<file path="src/rtl/tour_pkg.sv">
// Shared types and default constants for the knight's-tour command sequencer.
package tour_pkg;

    typedef enum logic [2:0] {
        IDLE,
        FETCH,
        VERT,
        VERT_W,
        HORZ,
        HORZ_W,
        DRAIN
    } state_t;

    localparam logic [3:0] DEF_VERT_OP   = 4'h2;
    localparam logic [3:0] DEF_HORZ_OP   = 4'h3;
    localparam logic [3:0] DEF_ABORT_OP  = 4'hF;
    localparam logic [7:0] DEF_HEAD_N    = 8'h00;
    localparam logic [7:0] DEF_HEAD_S    = 8'h7F;
    localparam logic [7:0] DEF_HEAD_W    = 8'h3F;
    localparam logic [7:0] DEF_HEAD_E    = 8'hBF;
    localparam logic [7:0] DEF_RESP_DONE = 8'hA5;
    localparam logic [7:0] DEF_RESP_BUSY = 8'h5A;

    function automatic logic is_onehot8(input logic [7:0] m);
        return (m != 8'h00) && ((m & (m - 8'h01)) == 8'h00);
    endfunction

endpackage

</file>
<file path="src/rtl/knight_move_dec.sv">
// Decodes a 1-hot knight move into its vertical and horizontal legs (heading + magnitude).
module knight_move_dec
    import tour_pkg::*;
#(
    parameter logic [7:0] HEAD_N = DEF_HEAD_N,
    parameter logic [7:0] HEAD_S = DEF_HEAD_S,
    parameter logic [7:0] HEAD_W = DEF_HEAD_W,
    parameter logic [7:0] HEAD_E = DEF_HEAD_E
) (
    input  logic [7:0] mv,
    output logic [7:0] vhead,
    output logic [3:0] vmag,
    output logic [7:0] hhead,
    output logic [3:0] hmag,
    output logic       illegal
);

    always_comb begin
        vhead = HEAD_N;
        vmag  = 4'd0;
        hhead = HEAD_W;
        hmag  = 4'd0;
        case (mv)
            8'h01: begin vhead = HEAD_N; vmag = 4'd2; hhead = HEAD_W; hmag = 4'd1; end
            8'h02: begin vhead = HEAD_N; vmag = 4'd2; hhead = HEAD_E; hmag = 4'd1; end
            8'h04: begin vhead = HEAD_N; vmag = 4'd1; hhead = HEAD_W; hmag = 4'd2; end
            8'h08: begin vhead = HEAD_S; vmag = 4'd1; hhead = HEAD_W; hmag = 4'd2; end
            8'h10: begin vhead = HEAD_S; vmag = 4'd2; hhead = HEAD_W; hmag = 4'd1; end
            8'h20: begin vhead = HEAD_S; vmag = 4'd2; hhead = HEAD_E; hmag = 4'd1; end
            8'h40: begin vhead = HEAD_S; vmag = 4'd1; hhead = HEAD_E; hmag = 4'd2; end
            8'h80: begin vhead = HEAD_N; vmag = 4'd1; hhead = HEAD_E; hmag = 4'd2; end
            default: ;
        endcase
    end

    assign illegal = !is_onehot8(mv);

endmodule

</file>
<file path="src/rtl/tour_cmd_seq.sv">
// Replays a stored knight's tour as vertical/horizontal cmd_proc commands, taking over the
// UART command path while a tour runs; a UART abort opcode ends the tour early.
module tour_cmd_seq
    import tour_pkg::*;
#(
    parameter int         NUM_MOVES = 24,
    parameter int         IDX_W     = $clog2(NUM_MOVES),
    parameter logic [3:0] VERT_OP   = DEF_VERT_OP,
    parameter logic [3:0] HORZ_OP   = DEF_HORZ_OP,
    parameter logic [3:0] ABORT_OP  = DEF_ABORT_OP,
    parameter logic [7:0] HEAD_N    = DEF_HEAD_N,
    parameter logic [7:0] HEAD_S    = DEF_HEAD_S,
    parameter logic [7:0] HEAD_W    = DEF_HEAD_W,
    parameter logic [7:0] HEAD_E    = DEF_HEAD_E,
    parameter logic [7:0] RESP_DONE = DEF_RESP_DONE,
    parameter logic [7:0] RESP_BUSY = DEF_RESP_BUSY
) (
    input  logic             clk,
    input  logic             rst_n,
    input  logic             start_tour,
    input  logic [7:0]       move,
    output logic [IDX_W-1:0] mv_indx,
    input  logic [15:0]      cmd_UART,
    input  logic             cmd_rdy_UART,
    output logic             clr_cmd_rdy_UART,
    output logic [15:0]      cmd,
    output logic             cmd_rdy,
    input  logic             clr_cmd_rdy,
    input  logic             send_resp,
    output logic [7:0]       resp,
    output logic             tour_busy,
    output logic             tour_done,
    output logic             mv_err
);

    state_t      state, nxt;
    logic [7:0]  move_q;
    logic [7:0]  dec_in;
    logic [7:0]  vhead, hhead;
    logic [3:0]  vmag, hmag;
    logic        dec_illegal;
    logic        abort_pend;
    logic        last_mv;
    logic        is_abort;
    logic [15:0] vcmd, hcmd;

    // In FETCH the decoder sees the raw move so legality is known before it is latched.
    assign dec_in = (state == FETCH) ? move : move_q;

    knight_move_dec #(
        .HEAD_N(HEAD_N),
        .HEAD_S(HEAD_S),
        .HEAD_W(HEAD_W),
        .HEAD_E(HEAD_E)
    ) u_dec (
        .mv     (dec_in),
        .vhead  (vhead),
        .vmag   (vmag),
        .hhead  (hhead),
        .hmag   (hmag),
        .illegal(dec_illegal)
    );

    assign vcmd             = {VERT_OP, vhead, vmag};
    assign hcmd             = {HORZ_OP, hhead, hmag};
    assign last_mv          = (mv_indx == IDX_W'(NUM_MOVES - 1));
    assign tour_busy        = (state != IDLE);
    assign is_abort         = tour_busy && cmd_rdy_UART && (cmd_UART[15:12] == ABORT_OP) && !abort_pend;
    assign clr_cmd_rdy_UART = is_abort;

    always_ff @(posedge clk or negedge rst_n) begin
        if (!rst_n) state <= IDLE;
        else        state <= nxt;
    end

    always_comb begin
        nxt     = state;
        cmd     = cmd_UART;
        cmd_rdy = 1'b0;
        resp    = RESP_BUSY;
        case (state)
            IDLE: begin
                cmd_rdy = cmd_rdy_UART;
                resp    = RESP_DONE;
                if (start_tour) nxt = FETCH;
            end
            FETCH: begin
                cmd = vcmd;
                nxt = (abort_pend || dec_illegal) ? IDLE : VERT;
            end
            VERT: begin
                cmd     = vcmd;
                cmd_rdy = 1'b1;
                if (clr_cmd_rdy)     nxt = VERT_W;
                else if (abort_pend) nxt = IDLE;
            end
            VERT_W: begin
                cmd = vcmd;
                if (abort_pend) resp = RESP_DONE;
                if (send_resp)       nxt = abort_pend ? IDLE : HORZ;
                else if (abort_pend) nxt = DRAIN;
            end
            HORZ: begin
                cmd     = hcmd;
                cmd_rdy = 1'b1;
                if (clr_cmd_rdy)     nxt = HORZ_W;
                else if (abort_pend) nxt = IDLE;
            end
            HORZ_W: begin
                cmd = hcmd;
                if (last_mv || abort_pend) resp = RESP_DONE;
                if (send_resp)       nxt = (last_mv || abort_pend) ? IDLE : FETCH;
                else if (abort_pend) nxt = DRAIN;
            end
            DRAIN: begin
                cmd  = hcmd;
                resp = RESP_DONE;
                if (send_resp) nxt = IDLE;
            end
            default: nxt = IDLE;
        endcase
    end

    assign tour_done = (state != IDLE) && (nxt == IDLE);

    always_ff @(posedge clk or negedge rst_n) begin
        if (!rst_n) begin
            mv_indx    <= '0;
            move_q     <= 8'h00;
            abort_pend <= 1'b0;
            mv_err     <= 1'b0;
        end else begin
            if (state == IDLE && start_tour) begin
                mv_indx <= '0;
                mv_err  <= 1'b0;
            end else if (state == HORZ_W && nxt == FETCH) begin
                mv_indx <= mv_indx + IDX_W'(1);
            end
            if (state == FETCH) begin
                move_q <= move;
                if (dec_illegal) mv_err <= 1'b1;
            end
            if (nxt == IDLE)   abort_pend <= 1'b0;
            else if (is_abort) abort_pend <= 1'b1;
        end
    end

endmodule

</file>
<file path="config.mk">
export PLATFORM = sky130hd
export DESIGN_NAME = tour_cmd_seq
export DESIGN_NICKNAME = d
export VERILOG_FILES = /design/src/rtl/tour_pkg.sv /design/src/rtl/knight_move_dec.sv /design/src/rtl/tour_cmd_seq.sv
export SDC_FILE = /design/constraint.sdc
export NUM_CORES = 1
export LEC_CHECK = 0
export BUFFER_PORTS_ARGS = -buffer_cell sky130_fd_sc_hd__buf_2
export CAP_MARGIN = 15
export CORE_MARGIN = 10
export CORE_UTILIZATION = 25
export DETAILED_ROUTE_END_ITERATION = 7
export PLACE_DENSITY = 0.45
export SLEW_MARGIN = 5
export SYNTH_ARGS = -nofsm -noshare
export SYNTH_HDL_FRONTEND = slang
export SYNTH_SLANG_ARGS = --single-unit
</file>
<file path="constraint.sdc">
create_clock -name clk -period 2.6 [get_ports clk]
set_clock_uncertainty 0.2 [all_clocks]
set_input_delay 0 -clock clk [delete_from_list [all_inputs] [get_ports clk]]
set_output_delay 0 -clock clk [all_outputs]
set_load 0.005 [all_outputs]
</file>
==> metrics.md, run 1 <==
| Metric | Value |
|---|---|
| Status | completed |
| Drt total wl | 5760 um |
| Inst Count DP | 371 |
| Synthesis-to-finish area growth | 35.9% |
| Critical Path Fanout Max | 6 |
| CTS sink cnt | 18 |
| Pin count of the biggest net entering global routing | 35 |
| Routed WL per cell | 14.9 um |
| Cell variety after synth | 51 |
| Mapped Area | 1750 um2 |
| Final nets | 324 |
| Syn Area/Cell | 7.67 um2 |
| Gr usage total | 10.2% |
| Final period util | 98.7% |
| Fillers | 744 |
| Number of buffers created by CTS | 3 |
| Initial antenna violation count | 0 |
| Placer Congestion | 0.780 |
| Setup_tns | 0 ns |
| Crit-path slowest cell | dfrtp_1 |
| WHS | 0.00369 ns |
| Hold crit path type | in2reg |
| Worst rel slew slack | 62.7% |
| Top Family by Delay on Critical Path | compound AO/OA/AOI/OAI gates |
| Leakage | 1.09 nW |
| Final ANT Viol Nets | 0 |
| CTS tree | built |
| Non-Filler Instances | 388 |
| Via density | 4.84 |
| Hold Violations, Final | 0 |
| Antenna diodes | 0 |
| First-pass GRT wire length | 9400 um |
| #FFs+latches synth | 18 |
| Pwr Density | 1050 nW/um2 |
| Critical Path Start Type | register |
| CORE AREA | 6790 um2 |
| Worst Tran Pin Value | 0.554 ns |
| Final Cell Area | 2370 um2 |
| Worst setup path class | reg2out |
| Overall power | 2.49 mW |
| Fmax | 390 MHz |
| RSZ-0062 raised after global routing | true |
| Ranking of synthesized cells by area | dfrtp_1, nand2_1, nor2_1, xnor2_1, o21ai_0 |
| # IOs | 64 |
| Top-area cell type share of the netlist area | 25.8% |
| Arr. time, crit path | 2.37 ns |
| Critical path data required time | 2.40 ns |
| Vias in the first global route | 1,823 |
| Buffers and inverters on the worst path | 1 |
| Final setup viols | 0 |
| Buffers added on ports | 63 |
| Root Buffer | clkbuf_8 |
| Detailed Routing Iterations Pass 1 | 4 |
| Synth Warn # | 0 |
| Placed Area | 2120 um2 |
| Synthesized instance count | 228 |
| Deepest clock path buffer count | 2 |
| Final Critical Period | 2.57 ns |
| CP Capture Type | primary output |
| Clk slew on worst S/H paths | 0.07 ns |
| Critical path, cell by cell | or3b_4, or3_4, o41ai_4, o21ai_1, o211ai_2, o311a_1, buf_2 |
| Grt total ovfl | 0 |
| Fin. max-slew vios | 0 |
| Die Wd | 104 um |
| Die Ht | 104 um |
| Initial Util | 25.7% |
| Max VDD drop | 228 uV |
| H-tree level count | 1 |
| Post-synth ARST share | 100% |
| DP HPWL | 4420 um |
| Main synth FF type | dfrtp_1 |
| Number of remaining DRC errors | 0 |
| Post-synth EDFFs | 0 |
| Sequential element share of the synthesized area | 25.8% |
| Yosys top cell by area | dfrtp_1 |
| Cell Rows | 30 |
| Ratio of cells with drive above 1 in the final layout | 30.8% |
| Via count | 1,879 |
| Starting DRT DRC Count | 80 |
| MaxCap Viol Count | 0 |
| DIE AREA | 10,700 um2 |
| Critical Path Max Stage Delay | 0.39 ns |
| Syn Nets | 259 |
| Worst skew pair latency | 0.25 ns |
==> registers in the layout, indices dropped and copies added (netlist names) <==
register,cells
move_q,8
mv_indx,5
state,3
abort_pend,1
mv_err,1
==> cells in the mapped netlist, types with 2 or more instances <==
| library cell | count |
|---|---|
| o311a_1 | 6 |
| inv_1 | 6 |
| xor2_1 | 6 |
| a211oi_1 | 3 |
| o21ai_0 | 12 |
| or2_2 | 2 |
| mux2i_1 | 3 |
| nor3_1 | 3 |
| clkbuf_1 | 11 |
| a21oi_1 | 8 |
| o22ai_1 | 2 |
| nor2_1 | 23 |
| nand3b_1 | 8 |
| a21o_1 | 2 |
| o32a_1 | 2 |
| dfrtp_1 | 18 |
| buf_2 | 2 |
| nor2b_1 | 9 |
| nand4b_1 | 3 |
| or3_1 | 2 |
| nor4b_1 | 2 |
| o31a_1 | 2 |
| o31ai_1 | 2 |
| nand2_1 | 33 |
| buf_1 | 3 |
| o41ai_1 | 2 |
| xnor2_1 | 7 |
| nand4_1 | 4 |
| o2bb2ai_1 | 2 |
| buf_4 | 6 |
| and3_1 | 4 |
| nor4_1 | 4 |
| nand2b_1 | 5 |
| nand3_1 | 4 |
==> placed cells by master, fill, tap and decap left out, types with 5 or more instances in the layout <==
| master | Yosys | final |
|---|---|---|
| xor2_1 | 6 | 6 |
| inv_1 | 6 | 6 |
| dlygate4sd3_1 | 0 | 12 |
| nand2b_1 | 5 | 5 |
| o311a_1 | 6 | 6 |
| nand2_1 | 33 | 33 |
| nor2_1 | 23 | 23 |
| a21oi_1 | 8 | 7 |
| xnor2_1 | 7 | 7 |
| nor2b_1 | 9 | 9 |
| o21ai_0 | 12 | 12 |
| dfrtp_1 | 18 | 18 |
| buf_2 | 2 | 63 |
| nand3b_1 | 8 | 8 |
==> worst paths after layout <==
check | from | endpoint | slack, ns | cells past startpoint
max | state[2] | cmd[7] | 0.03 | 7
min | cmd_rdy_UART | abort_pend | 0.004 | 4
max reg2reg | state[2] | abort_pend | 0.28 | 6
min reg2reg | move_q[0] | move_q[0] | 0.36 | 2
max in group asynchronous | rst_n | state[1] | 1.88 | 2
min in group asynchronous | rst_n | state[0] | 0.02 | 2
==> worst register-to-register path, stage by stage, from the launching register on <==
cell     delay, ns
dfrtp_1       0.39
or3b_4        0.39
or3_4         0.36
o41ai_4       0.31
o21ai_4       0.15
o31ai_4       0.27
o32a_1        0.20
==> stage by stage <==
stage          worst slack, ns  util [%]
6_report                0.0328      35.0
4_1_cts                0.00759      34.3
5_1_grt                -0.0941      35.0
3_5_place_dp             0.207      31.2
2_1_floorplan            0.163         -
3_3_place_gp             0.232      31.2
==> kinds of logic after synthesis <==
kind of cell               Yosys count  share of synthesized area, %
and+or+nand+nor                    113                          34.1
AOI/OAI and AO/OA                   52                          23.7
buffers and inverters               28                          7.44
DFF                                 18                          25.8
xor gates and xnor gates            13                          6.51
muxes                                3                          1.72
adders and majority gates            1                         0.716
==> where the power goes <==
part	internal, mW	switching [mW]	total (mW)
sequential	0.379	0.131	0.510
clock	0.135	0.0973	0.232
combinational	0.794	0.956	1.75
total	1.31	1.18	2.49
==> cell type report <==
| type | count | area, um2 | area share [%] |
|---|---|---|---|
| well taps | 96 | 120 | 5.06 |
| inverters | 6 | 22.5 | 0.948 |
| flip-flops and latches | 18 | 450 | 19.0 |
| repair buffers | 82 | 503 | 21.2 |
| clock buffers | 4 | 55.1 | 2.32 |
| multi-input cells | 182 | 1220 | 51.5 |
==> layer usage <==
metal,vias up,track usage (%),part of all wire [%]
met5,-,0,0
met4,0,2.52,0.45
met3,2,1.61,3.8
met2,48,15.3,46
met1,883,14.7,49
li1,946,-,-
==> timing repair <==
action                                  in CTS  in global routing
pin swaps                                    2                  2
hold endpoints to repair                    28                  0
endpoints found under the setup margin      10                 11
hold buffers                                12                  0
resized for setup                            6                  8
setup buffers                                0                  1
(Power assumes the default switching activity.)
==> inputs of run 2 (changes only) <==
Settings changed: CORE_ASPECT_RATIO from default to 1.2, CTS_BUF_LIST from default to sky130_fd_sc_hd__clkbuf_4.
==> run 2 against run 1 <==
  * Worst hold slack better by 0.026 ns
  * Combinational power grew 3%
  * Routed wire length increased by 0.10%
  * First-iteration DRC count decreased by 3.8%
  * Die area up 0.13%
  * Critical path depth is the same
  * Non-clock buffer count grew 5
  * Largest cell class unchanged
  * Largest power group unchanged
==> metrics.md, run 2 (same netlist as run 1, synthesis figures left out) <==
| Metric | Value |
|---|---|
| Status | completed |
| First-pass GRT wire length | 9550 um (+1.6%) |
| Die Ht | 112 um (+7.7%) |
| Final Critical Period | 2.58 ns (+0.00849 ns) |
| Initial antenna violation count | 0 (unchanged) |
| Worst skew pair latency | 0.30 ns (+0.05 ns) |
| Drt total wl | 5770 um (+0.10%) |
| Crit-path slowest cell | dfrtp_1 |
| CP Capture Type | primary output |
| Most common cell after layout, fill and taps aside | buf_2 |
| Top flop regs | move_q: 8 flops, mv_indx: 5 flops, state: 3 flops |
| Via count | 1,885 (+0.32%) |
| Buffers and inverters on the worst path | 1 (unchanged) |
| Fin. max-slew vios | 0 (unchanged) |
| Placer Congestion | 0.786 (+0.80%) |
| CTS tree | built |
| Inst Count DP | 362 (-2.4%) |
| Hold EP | state[2] |
| Reg-to-reg slack, setup | 0.21 ns (-0.07 ns) |
| Final period util | 99.1% (+0.33 points) |
| Final Core Density | 35.0% (about the same) |
| Root Buffer | clkbuf_4 |
| Arr. time, crit path | 2.38 ns (about the same) |
| Cell Rows | 33 (+10%) |
| Critical path, cell by cell | or3b_4, or3_4, o41ai_4, o21ai_4, o2bb2ai_2, a211oi_2, buf_2 |
| Deepest clock path buffer count | 2 (unchanged) |
| Buffers added on ports | 63 (unchanged) |
| Hold Crit Start | send_resp |
| Via density | 4.91 (+1.4%) |
| Vias in the first global route | 1,891 (+3.7%) |
| Worst rel slew slack | 43.5% (-19 points) |
| Die Wd | 96.3 um (-7.0%) |
| Final Cell Area | 2380 um2 (+0.37%) |
| Ratio of cells with drive above 1 in the final layout | 31.0% (+0.15 points) |
| Number of remaining DRC errors | 0 (unchanged) |
| WHS | 0.0301 ns (+0.0265 ns) |
| RSZ-0062 raised after global routing | true |
| Leakage | 1.09 nW (+0.30%) |
| H-tree level count | 1 (unchanged) |
| Critical Path Max Stage Delay | 0.41 ns (+0.02 ns) |
| Hold Violations, Final | 0 (unchanged) |
| Antenna diodes | 0 (unchanged) |
| Hold crit path type | in2reg |
| Initial Util | 25.7% (-0.071 points) |
| Final setup viols | 0 (unchanged) |
| Non-Filler Instances | 384 (-1.0%) |
| Synthesis-to-finish area growth | 36.4% |
| Pwr Density | 1030 nW/um2 (-2.0%) |
| CORE AREA | 6810 um2 (+0.28%) |
| Critical path data required time | 2.40 ns (about the same) |
| Critical Path Fanout Max | 5 (-1) |
| CTS sink cnt | 18 (unchanged) |
| Hold path cells | 3 (-1) |
| Starting DRT DRC Count | 77 (-3.8%) |
| Number of buffers created by CTS | 3 (unchanged) |
| DP HPWL | 4480 um (+1.3%) |
| Placed Area | 2110 um2 (-0.53%) |
| MaxCap Viol Count | 0 (unchanged) |
| Worst setup margin | 0.0243 ns (-0.00849 ns) |
| Pin count of the biggest net entering global routing | 35 (unchanged) |
| Clk slew on worst S/H paths | 0.11 ns (+0.04 ns) |
| Routed WL per cell | 15.0 um (+1.1%) |
| Gr usage total | 10.7% (+0.45 points) |
| Detailed Routing Iterations Pass 1 | 5 (+1) |
| Max VDD drop | 294 uV (+29%) |
| Grt total ovfl | 0 (unchanged) |
| Top Family by Delay on Critical Path | compound AO/OA/AOI/OAI gates |
| Reg-to-Reg End | abort_pend |
| DIE AREA | 10,700 um2 (+0.13%) |
| FF-to-FF Start | state[0] |
| Overall power | 2.45 mW (-1.6%) |
| Max reg flops | 8 (unchanged) |
| Worst Tran Pin Value | 0.845 ns (+0.291 ns) |
| Dpl ws | 0.248 ns (+0.0417 ns) |
| Final ANT Viol Nets | 0 (unchanged) |
| Final nets | 329 (+1.5%) |
| # IOs | 64 (unchanged) |
| Biggest register | move_q |
| Critical Path Start Type | register |
| Fmax | 388 MHz (-0.33%) |
| Setup_tns | 0 ns (unchanged) |
| Worst setup path class | reg2out |
| Commonest non-fill, non-tap cells in the layout | buf_2, nand2_1, nor2_1, dfrtp_1, dlygate4sd3_1 |
| Worst R2R Path Depth | 6 (unchanged) |
==> run 2: cell types whose count changed in the layout (fill, tap and decap cells not counted), sizes merged <==
| cell | before | now |
|---|---|---|
| dlygate4sd3 | 12 | 16 |
| clkbuf | 4 | 3 |
| clkinv | 0 | 1 |
| buf | 70 | 71 |
==> run 2: worst max path at each step <==
stage / startpoint / endpoint / slack (ns) / depth (start not counted)
after floorplan: state[2] / abort_pend / 0.16 / 8
after global placement: state[2] / cmd[1] / 0.20 / 8
after detailed placement: state[1] / cmd[1] / 0.25 / 7
after CTS: state[2] / tour_done / -0.02 / 7
after global routing: state[2] / cmd[1] / -0.16 / 7
final: state[2] / cmd[1] / 0.02 / 7
==> run 2: timing repair <==
item	CTS	global route
endpoints found under the setup margin	11	12
pin swaps	4	4
resized for setup	10	5
hold buffers	15	1
setup buffers	0	2
endpoints found under the hold margin	28	1
==> run 2: cell type report <==
class                           count  area [um2]
Clock buffer                        3        22.5
Clock inverter                      1        3.75
Fill cell                         738        4430
Inverter                            6        22.5
Multi-Input combinational cell    182        1240
Sequential cell                    18         450
Tap cell                           87         109
Timing Repair Buffer               87         539
==> run 2: worst reg2reg max path, delay by kind of cell, from the launching register on <==
family / cells / cell delay [ns]
AOI/OAI and AO/OA: 1 / 0.17
buffers and inverters: 2 / 0.79
DFF: 1 / 0.40
and+or+nand+nor: 3 / 0.74
==> run 2: routing by layer <==
metal / global-route usage, % / vias up / share of wire [%]
met5: 0 / - / 0
met1: 13.4 / 878 / 44
met4: 3.20 / 0 / 1.3
met2: 17.5 / 48 / 47
met3: 2.42 / 6 / 7.9
li1: - / 953 / -
==> run 2: power by group <==
part / total, mW / leakage [nW] / switching [mW] / internal, mW
logic: 1.80 / 0.844 / 0.981 / 0.820
clock network: 0.147 / 0.0154 / 0.0914 / 0.0559
registers: 0.504 / 0.232 / 0.126 / 0.378
total: 2.45 / 1.09 / 1.20 / 1.25
